File: src/rtl/mem_arbiter.sv
`timescale 1ns/1ps
// mem_arbiter
// Shares one single-port synchronous memory between an instruction-fetch
// requester (read only) and a data requester (load/store). At most one
// access is issued per cycle. Grants are combinational in the request
// cycle. A registered owner records who was granted, so the matching
// rvalid pulses exactly one cycle later, when mem_rdata is valid.
//
// Optional feature macro: ARB_ROUND_ROBIN_EN
//   defined   : on conflict the requester not granted last wins
//   undefined : on conflict the data requester always wins
//
// Ports
//   clk, rst                          clock, asynchronous active-high reset
//   if_req/if_addr                    fetch request and address
//   if_gnt/if_rvalid/if_rdata         fetch grant and read response
//   d_req/d_we/d_addr/d_wdata/d_wstrb data request and payload
//   d_gnt/d_rvalid/d_rdata            data grant and response (store ack has rdata=0)
//   mem_en/mem_we/mem_addr/mem_wdata/mem_wstrb  memory command
//   mem_rdata                         memory read data, valid the cycle after mem_en
module mem_arbiter #(
    parameter int ADDR_W = 32,
    parameter int DATA_W = 32,
    localparam int STRB_W = DATA_W / 8
) (
    input  logic              clk,
    input  logic              rst,
    input  logic              if_req,
    input  logic [ADDR_W-1:0] if_addr,
    output logic              if_gnt,
    output logic              if_rvalid,
    output logic [DATA_W-1:0] if_rdata,
    input  logic              d_req,
    input  logic              d_we,
    input  logic [ADDR_W-1:0] d_addr,
    input  logic [DATA_W-1:0] d_wdata,
    input  logic [STRB_W-1:0] d_wstrb,
    output logic              d_gnt,
    output logic              d_rvalid,
    output logic [DATA_W-1:0] d_rdata,
    output logic              mem_en,
    output logic              mem_we,
    output logic [ADDR_W-1:0] mem_addr,
    output logic [DATA_W-1:0] mem_wdata,
    output logic [STRB_W-1:0] mem_wstrb,
    input  logic [DATA_W-1:0] mem_rdata
);

    typedef enum logic [1:0] {
        OWN_NONE  = 2'd0,
        OWN_FETCH = 2'd1,
        OWN_DATA  = 2'd2
    } owner_t;

    owner_t owner_reg, owner_next;
    // Distinguishes a data load (return mem_rdata) from a store ack (return 0).
    logic   d_load_reg, d_load_next;

    logic   grant_fetch;
    logic   grant_data;
    logic   fetch_wins_conflict;

`ifdef ARB_ROUND_ROBIN_EN
    // 1 = fetch was granted last, 0 = data was granted last (reset value).
    logic last_fetch_reg, last_fetch_next;

    always_ff @(posedge clk or posedge rst) begin
        if (rst) begin
            last_fetch_reg <= 1'b0;
        end else begin
            last_fetch_reg <= last_fetch_next;
        end
    end

    assign fetch_wins_conflict = ~last_fetch_reg;

    always_comb begin
        last_fetch_next = last_fetch_reg;
        if (grant_fetch) begin
            last_fetch_next = 1'b1;
        end else if (grant_data) begin
            last_fetch_next = 1'b0;
        end
    end
`else
    assign fetch_wins_conflict = 1'b0;
`endif

    // Owner state register
    always_ff @(posedge clk or posedge rst) begin
        if (rst) begin
            owner_reg  <= OWN_NONE;
            d_load_reg <= 1'b0;
        end else begin
            owner_reg  <= owner_next;
            d_load_reg <= d_load_next;
        end
    end

    // Grant, memory command and next owner. Everything is forced idle while
    // rst is high so no access is issued and no grant is seen during reset.
    always_comb begin
        grant_fetch = 1'b0;
        grant_data  = 1'b0;
        owner_next  = OWN_NONE;
        d_load_next = 1'b0;
        mem_addr    = '0;
        mem_wdata   = '0;

        if (!rst) begin
            if (if_req && d_req) begin
                grant_fetch = fetch_wins_conflict;
                grant_data  = ~fetch_wins_conflict;
            end else begin
                grant_fetch = if_req;
                grant_data  = d_req;
            end
        end

        if (grant_fetch) begin
            owner_next = OWN_FETCH;
            mem_addr   = if_addr;
        end else if (grant_data) begin
            owner_next  = OWN_DATA;
            d_load_next = ~d_we;
            mem_addr    = d_addr;
            mem_wdata   = d_wdata;
        end
    end

    assign if_gnt = grant_fetch;
    assign d_gnt  = grant_data;
    assign mem_en = grant_fetch | grant_data;
    assign mem_we = grant_data & d_we;

    // Byte enables only reach memory on a granted store.
    genvar gi;
    generate
        for (gi = 0; gi < STRB_W; gi++) begin : g_wstrb
            assign mem_wstrb[gi] = mem_we & d_wstrb[gi];
        end
    endgenerate

    // Responses: one cycle after grant, steered by the registered owner.
    assign if_rvalid = (owner_reg == OWN_FETCH);
    assign d_rvalid  = (owner_reg == OWN_DATA);
    assign if_rdata  = if_rvalid ? mem_rdata : '0;
    assign d_rdata   = (d_rvalid && d_load_reg) ? mem_rdata : '0;

endmodule

File: config.mk
export PLATFORM = sky130hd
export DESIGN_NAME = mem_arbiter
export DESIGN_NICKNAME = d
export VERILOG_FILES = /design/src/rtl/mem_arbiter.sv
export SDC_FILE = /design/constraint.sdc
export NUM_CORES = 1
export LEC_CHECK = 0
export BUFFER_PORTS_ARGS = -buffer_cell sky130_fd_sc_hd__buf_2
export CAP_MARGIN = 0
export CORE_AREA = 2 2 105 107
export DETAILED_ROUTE_END_ITERATION = 10
export DIE_AREA = 0 0 107 109
export PLACE_DENSITY_LB_ADDON = 0.1
export REMOVE_ABC_BUFFERS = 1
export SYNTH_ARGS = -nofsm -noshare
export SYNTH_HDL_FRONTEND = slang
export SYNTH_SLANG_ARGS = --single-unit
File: constraint.sdc
create_clock -name clk -period 1.4 [get_ports clk]
set_input_delay 0.21 -clock clk [delete_from_list [all_inputs] [get_ports clk]]
set_output_delay 0.21 -clock clk [all_outputs]
set_load 0.1 [all_outputs]
* Yosys cells after proc, flatten, opt, wreduce, memory -nomap -nowiden
Index checks and enable logic that the tools add are counted.
Operators by class: add/subtract/negate cells 0, multipliers 0, divide/modulo/power cells 0, magnitude comparators 0, eq/ne operators 2, shift operators 0, muxes and demuxes 14, bitwise logic cells 7, reduce and logical (&&, ||, !) cells 2
Operators with widths (count):
- 32-bit two-way mux | 6
- 1-bit two-way mux | 6
- 1-bit AND | 5
- 2-bit two-way mux | 2
- 2-bit by 1-bit equality test with 1-bit output (second input constant) | 1
- 2-bit equality test (second input constant) | 1
- 1-bit logical AND | 2
- 1-bit NOT | 1
- 1-bit bitwise OR | 1
Storage, ports and cells: bits in registers 3, bits in latches 0, memory bits (writable) 0, bits in read-only memories 0, bits of input ports 137, output and inout bits 138, logic and storage cells 27, memories 0

* Longest topological paths before layout
depth after elaboration 5, mapped depth 4, mapped depth without buffers 2

* Worst setup path after synthesis
OpenSTA, ideal clock, no wires.
kind input port to output port, from input port if_req, to output port mem_en, arrival time 1.921 ns, setup slack -0.731 ns, cell stages on the path 4, buffers on the path 2, cell sequence buf_2 -> clkbuf_1 -> nor2_1 -> nor2_1
On the way: word-level cells in the longest chain between the ends 4, elaborated cells on any way between the ends 6, those cells by class 4 x mux; 1 x bitwise; 1 x reduce/logical
RTL lines:
- start, declared | RTL line 28 | input logic if_req,
- 1-bit logical AND | RTL line 111 | if (if_req && d_req) begin
- 1-bit two-way mux | RTL line 111
- 1-bit two-way mux | RTL line 110 | if (!rst) begin
- 1-bit bitwise OR (*) | RTL line 133 | assign mem_en = grant_fetch | grant_data;
- end, declared | RTL line 41 | output logic mem_en,
Every way passes the cells marked *; elsewhere a longest branch is shown, timed or not.

* Worst setup path after layout
from register owner_reg[1], to output port if_rdata[23]
On the way: word-level cells in the longest chain between the ends 2
RTL lines:
- start, declared | RTL line 55 | owner_t owner_reg, owner_next;
- start signal, assigned | RTL line 95 | owner_reg <= owner_next;
- 2-bit by 1-bit equality test with 1-bit output | RTL line 145 | assign if_rvalid = (owner_reg == OWN_FETCH);
- 32-bit two-way mux | RTL line 147 | assign if_rdata = if_rvalid ? mem_rdata : '0;
- end, declared | RTL line 32 | output logic [DATA_W-1:0] if_rdata,
No other way between the ends.

==> results.yml <==
setup_path:
  end_kind: "primary output"
  cpPeakStageDelay_ns: 0.37
  critPathLaunchType: "flip-flop"
  critPathTopFamily: "simple AND/OR/NAND/NOR gates"
  worstPathRequired_ns: 1.19
  arrival_ns: 1.41
  path_cells: "and2b_2 > clkbuf_16 > and2_4 > buf_12"
  crit_buf_inv: 2
  crit_type: "reg2out"
  slowest_stage: "dfrtp_1"
  worstPathMaxFanout: 16
logic_synthesis:
  synth-edff-count: 0
  synth_area_leaders: "and2_1, a32o_1, dfrtp_1"
  syn_inst: 168
  syn_area_per_cell_um2: 7.269
  ys.warnings.count: 0
  synthesis.area_um2: 1221
  synth_top_area_share_pct: 50.20
  seq_area_frac_synth_pct: 6.148
  ys_ff_latch: 3
  synthFlopType: "dfrtp_1"
  yosysUniqueCellTypes: 15
  synth_top_cell_by_area: "and2_1"
  synthArstFlopShare_pct: 100.0
global_routing:
  grt-ovfl-total: 0
  antenna_found_initial: 1
  grt_pass1_vias: 2295
  grt_start_max_net_pins: 49
  grt_usage_pct: 14.77
  grt_pass1_wl_um: 13380
clock_tree:
  clkSinkCount: 3
  htreeDepth: 1
  clock_path_buffers: 2
  numCtsBuffers: 3
  cts_tree: "built"
  clk_pin_slew_worst_paths_ns: 0.03
  root_buffer: "clkbuf_8"
die:
  dieArea_um2: 11660
  core_area_um2: 10600
  io_pins: 275
  initial_core_util_pct: 11.52
  die_w_um: 107
  rows: 38
  die_h_um: 109
sta:
  clock.fmax_ghz: 0.6159
  final_hold_viol_count: 3
  final_max_slew_viol_count: 0
  min_period_ns: 1.624
  relSlewSlack_pct: 85.03
  min_period_over_period_pct: 116.0
  tightest_slew_ns: 0.2240
  timing.hold.ws_ns: -0.002507
  finalSetupTns_ns: -12.90
  finalSetupViolCount: 71
  rsz0062_at_grt: "true"
  setup_slack_ns: -0.2236
finish:
  final_layout_size_suffix_gt1_share_pct: 88.17
  finalNetCount: 586
  largest_reg_flops: 2
  final_area_um2: 5373
  nFillCells: 934
  area_growth_pct: 340.0
  final_util_pct: 50.67
placement:
  io_buffer_count: 274
  placed_cell_area_um2: 4833
  post-place-ws_ns: -0.004047
  dp_hpwl_um: 8186
  gp_congestion: 0.7602
pwr:
  power_leakage_nw: 2.616
  pwr_density_cell_nw_per_um2: 474.6
  ir_drop_uv: 307.0
drt:
  wl_per_cell_um: 17.59
  dr.pass1.iters: 4
  antenna_left: 0
  num_vias: 2444
  drc: 0
  vias_per_cell: 4.149
  totalWireLength_um: 10360
  dr.first_iter.drc_count: 79
hold_path:
  hp-class: "in2async"
outcome:
  failed_checks: "hold timing, setup timing"
  status: "finished with violations"
job:
  drv_cap: 0
-- cells in the mapped netlist (2+ instances only) --
cell type,count
a32o_1,32
buf_2,7
and2_1,98
nor2_1,2
clkbuf_1,5
buf_6,4
and3_1,4
buf_4,2
nor2b_1,4
dfrtp_1,3
clkbuf_2,3
-- layout by cell type (no fill, tap or decap), types with 2 or more instances in the layout --
cell type	count
buf_12	146
and3_1	4
buf_2	134
clkbuf_8	3
buf_4	6
and2_1	37
nor2b_1	3
clkbuf_16	6
buf_6	3
a32o_1	2
dfrtp_1	3
a32o_2	30
and2_4	61
nor2_1	2
buf_8	2
-- worst max-delay path by stage --
stage,from,depth (start not counted),end,slack (ns)
after floorplan,rst,2,mem_wstrb[0],-3.27
after global placement,d_req,5,mem_wstrb[2],-0.004
after detailed placement,d_req,5,mem_wstrb[0],-0.004
after CTS,owner_reg[1],4,if_rdata[19],-0.22
after global routing,owner_reg[0],4,d_rdata[12],-0.28
final,owner_reg[1],4,if_rdata[23],-0.22
-- repair_timing --
action                                  CTS  global route
setup buffers                             0             8
gates resized for setup                  21            86
cloned                                    0             9
hold endpoints to repair                  0             0
endpoints found under the setup margin   70           116
pin swaps                                 0            16
hold buffers                              0             0
-- cell type report --
type	instances	area, um^2	area share (%)
multi-input cells	143	1219	22.68
flip-flops and latches	3	75.07	1.397
well taps	140	175.2	3.260
repair buffers	297	3852	71.70
clock buffers	4	45.04	0.8384
inverters	1	3.754	0.06986
diodes	1	2.502	0.04658
-- kinds of logic after synthesis --
logic type | Yosys count | synth area share (%)
flip-flops | 3 | 6.147
AND/OR/NAND/NOR | 111 | 56.76
buffers and inverters | 22 | 10.86
AO/OA/AOI/OAI | 32 | 26.23
-- report_power, final --
part / switching [W] / internal [W]
combinational: 0.00134 / 0.000864
sequential: 0.00000168 / 0.0000910
clock: 0.0000590 / 0.000194
-- metrics by stage --
stage | cells | total power (W)
after CTS | 572 | 0.002419
after global placement | 568 | 0.002135
after detailed placement | 568 | 0.002143
final | 589 | 0.002550
after floorplan | 147 | 0.001229
after global routing | 588 | 0.002630
-- layer usage --
metal / vias up / track usage [%] / wire length [um]
li1: 1144 / - / -
met1: 1112 / 15.13 / 3441
met2: 174 / 28.75 / 5548
met3: 14 / 5.678 / 1131
met4: 0 / 2.505 / 240
met5: - / 0 / 0
No activity file was read; power rests on OpenSTA's default activity.
